`config.mk`:
```
export PLATFORM = sky130hd
export DESIGN_NAME = captura_operandos
export DESIGN_NICKNAME = d
export VERILOG_FILES = /design/src/rtl/captura_pkg.sv /design/src/rtl/antirrebote.sv /design/src/rtl/captura_operandos.sv
export SDC_FILE = /design/constraint.sdc
export NUM_CORES = 1
export LEC_CHECK = 0
export BUFFER_PORTS_ARGS = -buffer_cell sky130_fd_sc_hd__buf_4
export CAP_MARGIN = 20
export CORE_MARGIN = 2
export CORE_UTILIZATION = 43
export CTS_CLUSTER_SIZE = 16
export DETAILED_ROUTE_END_ITERATION = 12
export HOLD_SLACK_MARGIN = 0.02
export PLACE_DENSITY_LB_ADDON = 0.25
export SLEW_MARGIN = 20
export SYNTH_ARGS = -nofsm -noshare
export SYNTH_HDL_FRONTEND = slang
export SYNTH_HIERARCHICAL = 1
export SYNTH_SLANG_ARGS = --single-unit
```
`constraint.sdc`:
```
create_clock -name clk -period 1.07 [get_ports clk]
set_clock_uncertainty 0.1 [all_clocks]
set_input_delay 0.0535 -clock clk [delete_from_list [all_inputs] [get_ports clk]]
set_output_delay 0.0535 -clock clk [all_outputs]
set_load 0.01 [all_outputs]
```
`src/rtl/captura_pkg.sv`:
```
// Shared types and defaults for the operand-entry stage that feeds the 4-bit subtractor.
package captura_pkg;

   typedef enum logic [1:0] {
      ESPERA_A = 2'd0,
      ESPERA_B = 2'd1,
      LISTO    = 2'd2
   } estado_t;

   localparam int ANCHO_DEF      = 4;
   localparam int DEB_CICLOS_DEF = 500000;

endpackage

```
`src/rtl/antirrebote.sv`:
```
// Push-button conditioning: two-flop synchroniser, optional debounce (macro CAPTURA_DEBOUNCE_EN)
// and a registered one-cycle strobe on the debounced rising edge.
module antirrebote #(
   parameter int DEB_CICLOS = 500000
) (
   input  logic clk,
   input  logic rst_n,
   input  logic entrada,
   output logic pulso
);

   if (DEB_CICLOS < 1) begin : g_chk
      $error("antirrebote: DEB_CICLOS must be at least 1");
   end

   logic sync1_q;
   logic sync2_q;
   logic nivel;
   logic ant_q;
   logic pulso_q;

   always_ff @(posedge clk) begin
      if (!rst_n) begin
         sync1_q <= 1'b0;
         sync2_q <= 1'b0;
      end else begin
         sync1_q <= entrada;
         sync2_q <= sync1_q;
      end
   end

`ifdef CAPTURA_DEBOUNCE_EN
   localparam int CNT_W = $clog2(DEB_CICLOS + 1);

   logic             nivel_q;
   logic [CNT_W-1:0] cnt_q;

   // The level only flips after DEB_CICLOS consecutive disagreeing samples.
   always_ff @(posedge clk) begin
      if (!rst_n) begin
         nivel_q <= 1'b0;
         cnt_q   <= '0;
      end else if (sync2_q != nivel_q) begin
         if (cnt_q == CNT_W'(DEB_CICLOS - 1)) begin
            nivel_q <= sync2_q;
            cnt_q   <= '0;
         end else begin
            cnt_q <= cnt_q + 1'b1;
         end
      end else begin
         cnt_q <= '0;
      end
   end

   assign nivel = nivel_q;
`else
   assign nivel = sync2_q;
`endif

   always_ff @(posedge clk) begin
      if (!rst_n) begin
         ant_q   <= 1'b0;
         pulso_q <= 1'b0;
      end else begin
         ant_q   <= nivel;
         pulso_q <= nivel & ~ant_q;
      end
   end

   assign pulso = pulso_q;

endmodule

```
`src/rtl/captura_operandos.sv`:
```
// Two-press operand capture for the subtractor: first press latches A, second latches B and
// raises valido, third press clears. Debounce is enabled by defining CAPTURA_DEBOUNCE_EN.
module captura_operandos
   import captura_pkg::*;
#(
   parameter int ANCHO      = ANCHO_DEF,
   parameter int DEB_CICLOS = DEB_CICLOS_DEF
) (
   input  logic             clk,
   input  logic             rst_n,
   input  logic [ANCHO-1:0] sw,
   input  logic             btn,
   output logic [ANCHO-1:0] A,
   output logic [ANCHO-1:0] B,
   output logic             valido,
   output logic [1:0]       fase
);

   logic             pulso;
   estado_t          estado_q, estado_d;
   logic [ANCHO-1:0] a_q, a_d;
   logic [ANCHO-1:0] b_q, b_d;
   logic             valido_q, valido_d;

   antirrebote #(
      .DEB_CICLOS (DEB_CICLOS)
   ) u_antirrebote (
      .clk     (clk),
      .rst_n   (rst_n),
      .entrada (btn),
      .pulso   (pulso)
   );

   always_ff @(posedge clk) begin
      if (!rst_n) begin
         estado_q <= ESPERA_A;
         a_q      <= '0;
         b_q      <= '0;
         valido_q <= 1'b0;
      end else begin
         estado_q <= estado_d;
         a_q      <= a_d;
         b_q      <= b_d;
         valido_q <= valido_d;
      end
   end

   always_comb begin
      estado_d = estado_q;
      case (estado_q)
         ESPERA_A: if (pulso) estado_d = ESPERA_B;
         ESPERA_B: if (pulso) estado_d = LISTO;
         LISTO:    if (pulso) estado_d = ESPERA_A;
         default:  estado_d = ESPERA_A;
      endcase
   end

   // The illegal encoding also clears the operands so recovery lands in a clean ESPERA_A.
   always_comb begin
      a_d      = a_q;
      b_d      = b_q;
      valido_d = valido_q;
      case (estado_q)
         ESPERA_A: if (pulso) a_d = sw;
         ESPERA_B: begin
            if (pulso) begin
               b_d      = sw;
               valido_d = 1'b1;
            end
         end
         LISTO: begin
            if (pulso) begin
               a_d      = '0;
               b_d      = '0;
               valido_d = 1'b0;
            end
         end
         default: begin
            a_d      = '0;
            b_d      = '0;
            valido_d = 1'b0;
         end
      endcase
   end

   assign A      = a_q;
   assign B      = b_q;
   assign valido = valido_q;
   assign fase   = estado_q;

endmodule

```
# Yosys cells after proc, flatten, opt, wreduce, memory -nomap -nowiden

Index checks and enable logic that the tools add are counted.
Widths: inputs -> output; s select.

Register bits: 15
Word-level logic and storage cells: 32

Equal/unequal tests: 5
Mux-type cells: 11
Bitwise operators: 4
Reduce and logical (&&, ||, !) cells: 4

Operator list:

| cell               | count |
|---|---|
| $pmux 4 s3         | 2 |
| $reduce_and 3->1   | 3 |
| $mux 4             | 2 |
| $mux 2             | 3 |
| $ne 2x1->1 const B | 3 |
| $pmux 2 s3         | 1 |
| $not 1->1          | 3 |
| $pmux 1 s3         | 1 |
| $eq 2x1->1 const B | 1 |
| $eq 2x2->1 const B | 1 |
| $logic_not 2->1    | 1 |
| $mux 1             | 2 |
| $and 1x1->1        | 1 |

# Depth between registers and ports, before layout

Gate-level depths: netlist (run 1).

Depth after elaboration: 3
Gate-level depth with buffers: 4
Gate-level depth less buffers: 3

# Modules after synthesis

Netlist (run 1), hierarchy kept.

Modules (own cells, without submodules):

| module            | times used | cells each | area each (sq um) | sequential area each (sq um) |
|---|---|---|---|---|
| captura_operandos | 1          | 54         | 529.3             | 220.2 |
| antirrebote       | 1          | 8          | 111.4             | 80.1 |

# Least setup slack after synthesis (run 1)

No wires, ideal clock.

Path type: register -> register
Start point: reg estado_q[1] (netlist: fase[1])
End point: reg a_q[3] (netlist: A[3])
Setup time: 126 ps
Arrival: 909 ps
Required time: 844 ps
Path slack: -64 ps
Cell stages (with the launch flop): 4
Path buffers: 0
Path through: dfxtp_1 > and2b_2 > o21ai_0 > a21boi_0

Longest elaborated chain between the ends: 3
Elaborated cells on any way between the ends: 8
Those cells by class: eq/ne (4); mux (1); bitwise (1); reduce/logical (2)

Ends and longest elaborated chain:

| item                                                     | RTL line                | text |
|---|---|---|
| from (decl)                                              | captura_operandos.sv:20 | `estado_t estado_q, estado_d;` |
| from (signal assigned)                                   | captura_operandos.sv:41 | `estado_q <= estado_d;` |
| $eq 2x2->1 (tied with other cells)                       | captura_operandos.sv:63 | `case (estado_q)` |
| $ne 2x1->1 (no source line) or $not 1->1 (tied branches) | -                       |  |
| $reduce_and 3->1 (no source line)                        | -                       |  |
| to (signal assigned)                                     | captura_operandos.sv:37 | `a_q <= '0;` |
| to (signal assigned)                                     | captura_operandos.sv:42 | `a_q <= a_d;` |
| to (decl)                                                | captura_operandos.sv:21 | `logic [ANCHO-1:0] a_q, a_d;` |

Parallel ways exist; a longest one is shown, timed or not.
A chain may end at the register's enable or synchronous reset.

# Final worst setup path (run 1)

Start point: reg u_antirrebote.pulso_q (netlist: u_antirrebote/pulso)
End point: reg b_q[1] (netlist: B[1])

Longest elaborated chain between the ends: 2
Elaborated cells on any way between the ends: 3
Those cells by class: eq/ne (2); reduce/logical (1)

Ends and longest elaborated chain:

| item                                | RTL line                | text |
|---|---|---|
| from (decl)                         | antirrebote.sv:20       | `logic pulso_q;` |
| from (signal assigned)              | antirrebote.sv:66       | `pulso_q <= nivel & ~ant_q;` |
| $ne 2x1->1 (no source line)         | -                       |  |
| $reduce_and 3->1 (no source line) * | -                       |  |
| to (signal assigned)                | captura_operandos.sv:38 | `b_q <= '0;` |
| to (signal assigned)                | captura_operandos.sv:43 | `b_q <= b_d;` |
| to (decl)                           | captura_operandos.sv:22 | `logic [ANCHO-1:0] b_q, b_d;` |

Mark *: on every way between the ends. The rest lies on a longest branch, timed or not.

==> out/metrics.csv, run 1 <==
stage,metric,value,unit
synth,synth_cell_types,20,
clock_network,clk_latency,0.28,ns
clock_network,cts_sinks,15,
synth,ys_ff_latch,15,
final_layout,n_fill_cell,110,
route,num_vias,551,
worst_setup_path,crit_family,flip-flops,
global_routing,grt_pass1_wl,2.242,mm
global_routing,grt_overflow,0,
run_status,status,"finished, violations left",
synth,synth.most_common_cell,dfxtp_1,
sta,max_slew.worst_pin.slew,0.2487,ns
sta,hold_slack,-0.01728,ns
synth,synth.top_cell.area_share,46.88,%
place,dp_hpwl,862.6,µm
power_and_ir_drop,p_per_area,1077,nW/µm²
route,vias_per_cell,5.055,
clock_network,clk_pin_slew,0.09,ns
worst_setup_path,slowest_stage,dfxtp_4,
sta,fmaxAchievable,893.3,MHz
synth,seq_area_frac_synth,46.88,%
worst_setup_path,crit_fanout,4,
worst_setup_path,path_cells,maj3_2 -> nand2b_4 -> a21boi_2,
final_layout,multi_input_area,329.1,µm²
floorplan,initial_utilization,47.45,%
place,portBuffers,17,
sta,final_hold_viol_count,6,
clock_network,numCtsBuffers,3,
route,drtAntennaViolNets,0,
power_and_ir_drop,peakVddDrop,0.7301,mV
sta,slew_viol_final,0,
worst_setup_path,path_class,flip-flop to flip-flop,
synth,synth_ff_type,dfxtp_1,
floorplan,ios,18,
worst_setup_path,critPathBufInv,0,
synth,netlist_top_cells_count,"dfxtp_1 (15), nand2_1 (7), nand3_1 (5)",
route,route.detailed.drc,0,
floorplan,die_area,1814,µm²
sta,min_period,1.119,ns
floorplan,die_w,42.60,µm
floorplan,rows,13,
floorplan,fp.dieH,42.60,µm
clock_network,cts_tree,yes,
worst_setup_path,r2r_slack,-0.05,ns
place,dp_slack,-0.02887,ns
power_and_ir_drop,p_leak,0.3862,nW
worst_setup_path,endpoint_kind,flip-flop,
worst_setup_path,worstPathRequired,1.19,ns
synth,synth_edf_count,0,
sta,slew_headroom,83.36,%
sta,setup_viol,5,
synth,synth_top_cell_by_area,dfxtp_1,
sta,finalWorstSetupSlack,-0.04948,ns
sta,period_share,104.6,%
clock_network,htree_levels,1,
clock_network,cts_hold_buf,6,
sta,rsz0062_at_grt,true,
final_layout,diodes,0,
run_status,violations,"hold timing, setup timing",
power_and_ir_drop,power.total,1.013,mW
global_routing,grt_usage,16.67,%
final_layout,area_delta_synth_final,46.88,%
worst_setup_path,cp-start-kind,flip-flop,
flow_run,cap_violations,0,
final_layout,drive_gt1_share,48.94,%
route,dr.first_iter.drc_count,6,
global_routing,grt_pass1_vias,520,
route,firstDrtPassIters,4,
floorplan,core,1350,µm²
synth,postSynthNetCount,69,
final_layout,seqCellArea,311.5,µm²
place,dp.cells,98,
final_layout,final_cell_count_no_fill,109,
synth,synthCells,62,
synth,ys.warnings.count,6,
synth,syn_avg_cell_area,10.33,µm²
place,routabilityCongestion,0.7100,
final_layout,nets,102,
global_routing,grt_max_degree,9,
synth,yosys-top-cells-area,"dfxtp_1 (47%), nand2b_4 (8.6%), a21boi_2 (7.0%), a32o_1 (4.7%), nand2_1 (4.1%)",
synth,ys_async_sr_fraction,0,%
clock_network,cts-root-buf,clkbuf_4,
min_path,min_path_type,input pin to flip-flop,
worst_setup_path,cp_slowest_stage_delay,0.37,ns
worst_setup_path,arrival,1.24,ns
final_layout,utilization,69.69,%
synth,netlist_area,640.6,µm²
route,wl,1.290,mm
clock_network,cts_buffer_depth,2,
global_routing,antenna_found_initial,0,
route,wl_per_cell,11.83,µm
==> cell usage in the layout, fill, tap and decap left out, types with 3 or more instances in the layout <==
| cell | instances |
|---|---|
| nand3_1 | 5 |
| nand2b_4 | 4 |
| dfxtp_4 | 3 |
| dlygate4sd3_1 | 6 |
| nand2_1 | 7 |
| a32o_1 | 3 |
| buf_4 | 23 |
| a21boi_2 | 4 |
| dfxtp_1 | 12 |
| and2_2 | 3 |
| clkbuf_4 | 3 |
==> metal layers <==
layer | share of wire [%] | global-route usage (%)
met2 | 51 | 26.15
met5 | 0 | 0
met4 | 0.85 | 11.25
met3 | 5.3 | 3.017
met1 | 43 | 20.47
==> cell type report <==
cell class / count / share of cell area (%)
clock buffer: 4 / 2.793
multi-input combinational: 44 / 34.97
sequential: 15 / 33.11
tap: 15 / 1.995
timing repair buffer: 31 / 27.13
==> final timing paths <==
path | end | cells past startpoint | startpoint
worst max-delay path | B[1] | 3 | u_antirrebote/pulso
worst min-delay path | B[0] | 2 | rst_n
worst max register to register | B[1] | 3 | u_antirrebote/pulso
worst min register to register | u_antirrebote/nivel | 1 | u_antirrebote/sync1_q
==> logic make-up (layout without fill, tap and decap cells) <==
kind of cell             Yosys count  in the layout  synth area share, %
AO/OA/AOI/OAI                     15             15                19.33
XOR/XNOR                           1              1                1.367
adder cells (fa/ha/maj)            1              1                1.758
buffers and inverters              3             35                2.148
flip-flops                        15             15                46.88
AND/OR/NAND/NOR                   27             27                28.52
==> what timing repair did <==
item,in CTS,in global routing
endpoints found under the setup margin,10,12
setup buffers,1,0
gates resized for setup,3,7
hold endpoints to repair,10,6
==> sequential cells by signal, summed over array words and instances (netlist names) <==
signal and flops:
A 4, B 4, fase 2, u_antirrebote/ant_q 1
u_antirrebote/nivel 1, u_antirrebote/pulso 1, u_antirrebote/sync1_q 1, valido 1
==> power breakdown <==
part	switching [mW]	leakage [nW]	internal [mW]
Combinational	0.0441	0.247	0.0720
Clock	0.178	0.0150	0.145
Sequential	0.00919	0.124	0.565
Total	0.232	0.386	0.782
==> per-stage QoR <==
step                      area (µm²)   TNS, ns
after floorplan                648.1  -0.03369
after global placement         830.8  -0.02132
after detailed placement       830.8  -0.08267
after CTS                      932.1   -0.1889
after global routing           940.9   -0.5300
final                          940.9   -0.1859
Note: power is estimated with default switching activity, not from simulation.
==> inputs of run 2 (changes only) <==
CORE_UTILIZATION = 40   (was 43)
CTS_BUF_LIST = sky130_fd_sc_hd__clkbuf_8   (was default)
==> run 2 against run 1 <==
Effect of this change:
- the run ends with setup timing left
- non-clock buffer count is 2 lower
- via count is 5.6% lower
- worst hold slack better by 0.050 ns
- final cell count is 0.92% lower
- sequential share of layout area is 0.090 points lower
- register-to-register slack hardly changed
- highest routed layer unchanged
- die area is 6.8% higher
==> out/metrics.csv, run 2 (synthesis gave the netlist of run 1 again) <==
stage,metric,value,unit
run_status,status,"finished, violations left",
run_status,violations,setup timing,
final_layout,final_cell_count_no_fill,108,
min_path,whs_path_depth,2,
global_routing,grt_pass1_wl,2.056,mm
route,wl,1.232,mm
worst_setup_path,worstReg2RegEnd,B[1],
route,dr.first_iter.drc_count,6,
sta,finalSetupTns,-0.1168,ns
flow_run,cap_violations,0,
sta,final_hold_viol_count,0,
route,num_vias,520,
final_layout,layout_commonest_cell,buf_4,
clock_network,cts_sinks,15,
worst_setup_path,path_class,flip-flop to flip-flop,
sta,setup_viol,4,
route,vias_per_cell,4.815,
worst_setup_path,worstPathRequired,1.15,ns
worst_setup_path,cp_slowest_stage_delay,0.35,ns
worst_setup_path,r2r_cells,3,
sta,finalWorstSetupSlack,-0.03731,ns
floorplan,die_area,1938,µm²
place,dp_slack,-0.03735,ns
floorplan,die_w,44.02,µm
final_layout,drive_gt1_share,48.91,%
power_and_ir_drop,p_leak,0.3866,nW
worst_setup_path,slowest_stage,dfxtp_4,
final_layout,layout_common_cells,"buf_4 (22), dfxtp_1 (12), nand2_1 (7)",
clock_network,cts_buffer_depth,2,
worst_setup_path,crit_family,flip-flops,
final_layout,diodes,0,
clock_network,cts-root-buf,clkbuf_8,
global_routing,grt_max_degree,16,
min_path,min-delay-start,rst_n,
sta,min_period,1.107,ns
clock_network,htree_levels,1,
global_routing,grt_overflow,0,
floorplan,fp.dieH,44.02,µm
place,portBuffers,17,
sta,slew_headroom,88.06,%
worst_setup_path,critPathBufInv,0,
worst_setup_path,path_cells,maj3_2 -> nand2b_4 -> a21boi_2,
place,dp.cells,98,
clock_network,clk_pin_slew,0.06,ns
route,wl_per_cell,11.41,µm
min_path,whs_endpoint,fase[1],
sta,rsz0062_at_grt,true,
sta,fmaxAchievable,903.1,MHz
worst_setup_path,r2r_start,fase[1],
floorplan,initial_utilization,42.52,%
worst_setup_path,r2r_slack,-0.04,ns
route,route.detailed.drc,0,
floorplan,core,1506,µm²
final_layout,nets,100,
worst_setup_path,arrival,1.19,ns
final_layout,area_delta_synth_final,46.09,%
clock_network,numCtsBuffers,3,
place,dp_hpwl,831.4,µm
global_routing,grt_pass1_vias,497,
worst_setup_path,endpoint_kind,flip-flop,
floorplan,ios,18,
sta,max_slew.worst_pin.slew,0.1772,ns
power_and_ir_drop,p_per_area,1201,nW/µm²
route,drtAntennaViolNets,0,
power_and_ir_drop,peakVddDrop,0.8370,mV
worst_setup_path,cp_num_cells,3,
global_routing,grt_usage,14.88,%
sta,slew_viol_final,0,
route,firstDrtPassIters,3,
clock_network,clk_latency,0.24,ns
min_path,min_path_type,input pin to flip-flop,
worst_setup_path,crit_fanout,4,
power_and_ir_drop,power.total,1.124,mW
sta,period_share,103.5,%
clock_network,cts_tree,yes,
global_routing,antenna_found_initial,0,
floorplan,rows,14,
place,routabilityCongestion,0.6986,
worst_setup_path,cp-start-kind,flip-flop,
## run 2: cell type report
type	count	area (µm²)
Fill cell	141	570.5
Multi-Input combinational cell	44	330.3
Sequential cell	15	309.0
Timing Repair Buffer	29	231.5
Clock buffer	3	41.29
Tap cell	16	20.02
Clock inverter	1	3.754
## run 2: worst max-delay path by stage
stage	from	end	slack, ns
6_report	fase[1]	B[1]	-0.04
5_1_grt	fase[0]	B[2]	-0.09
4_1_cts	fase[1]	B[1]	-0.05
3_5_place_dp	fase[0]	B[1]	-0.04
3_3_place_gp	fase[1]	B[2]	-0.01
2_1_floorplan	fase[1]	B[0]	-0.008
## run 2: layer usage
metal  share of wire [%]  GRT usage [%]  vias up  wire [µm]
li1                    -              -      277          -
met1                  43          16.11      231        534
met2                  51          24.71       10        628
met3                 5.0          4.082        2         61
met4                0.65          10.91        0          8
met5                   0              0        -          0
## run 2: through the flow
| stage | cell area (µm²) | util (%) | hold slack (ns) |
|---|---|---|---|
| 6_report | 935.9 | 62.13 | 0.03227 |
| 4_1_cts | 927.1 | 61.54 | 0.02832 |
| 2_1_floorplan | 648.1 | - | 0.08966 |
| 3_5_place_dp | 824.5 | 54.73 | 0.1790 |
| 5_1_grt | 935.9 | 62.13 | 0.03559 |
| 3_3_place_gp | 824.5 | 54.73 | 0.1769 |
## run 2: what timing repair did
action                     CTS  global route
setup buffers                1             0
pin swaps                    0             2
hold endpoints to repair     6             0
resized for setup            2             4
setup endpoints to repair    6             9
hold buffers                 5             0
## run 2: worst register-to-register path, stage by stage (launching register included)
cell and delay, ns:
dfxtp_4 0.35, maj3_2 0.34, nand2b_4 0.15, a21boi_2 0.10
## run 2: where the power goes
part	internal, mW	total [mW]	switching (mW)
clock	0.254	0.440	0.187
sequential	0.568	0.577	0.00879
combinational	0.0650	0.107	0.0422
total	0.887	1.12	0.238
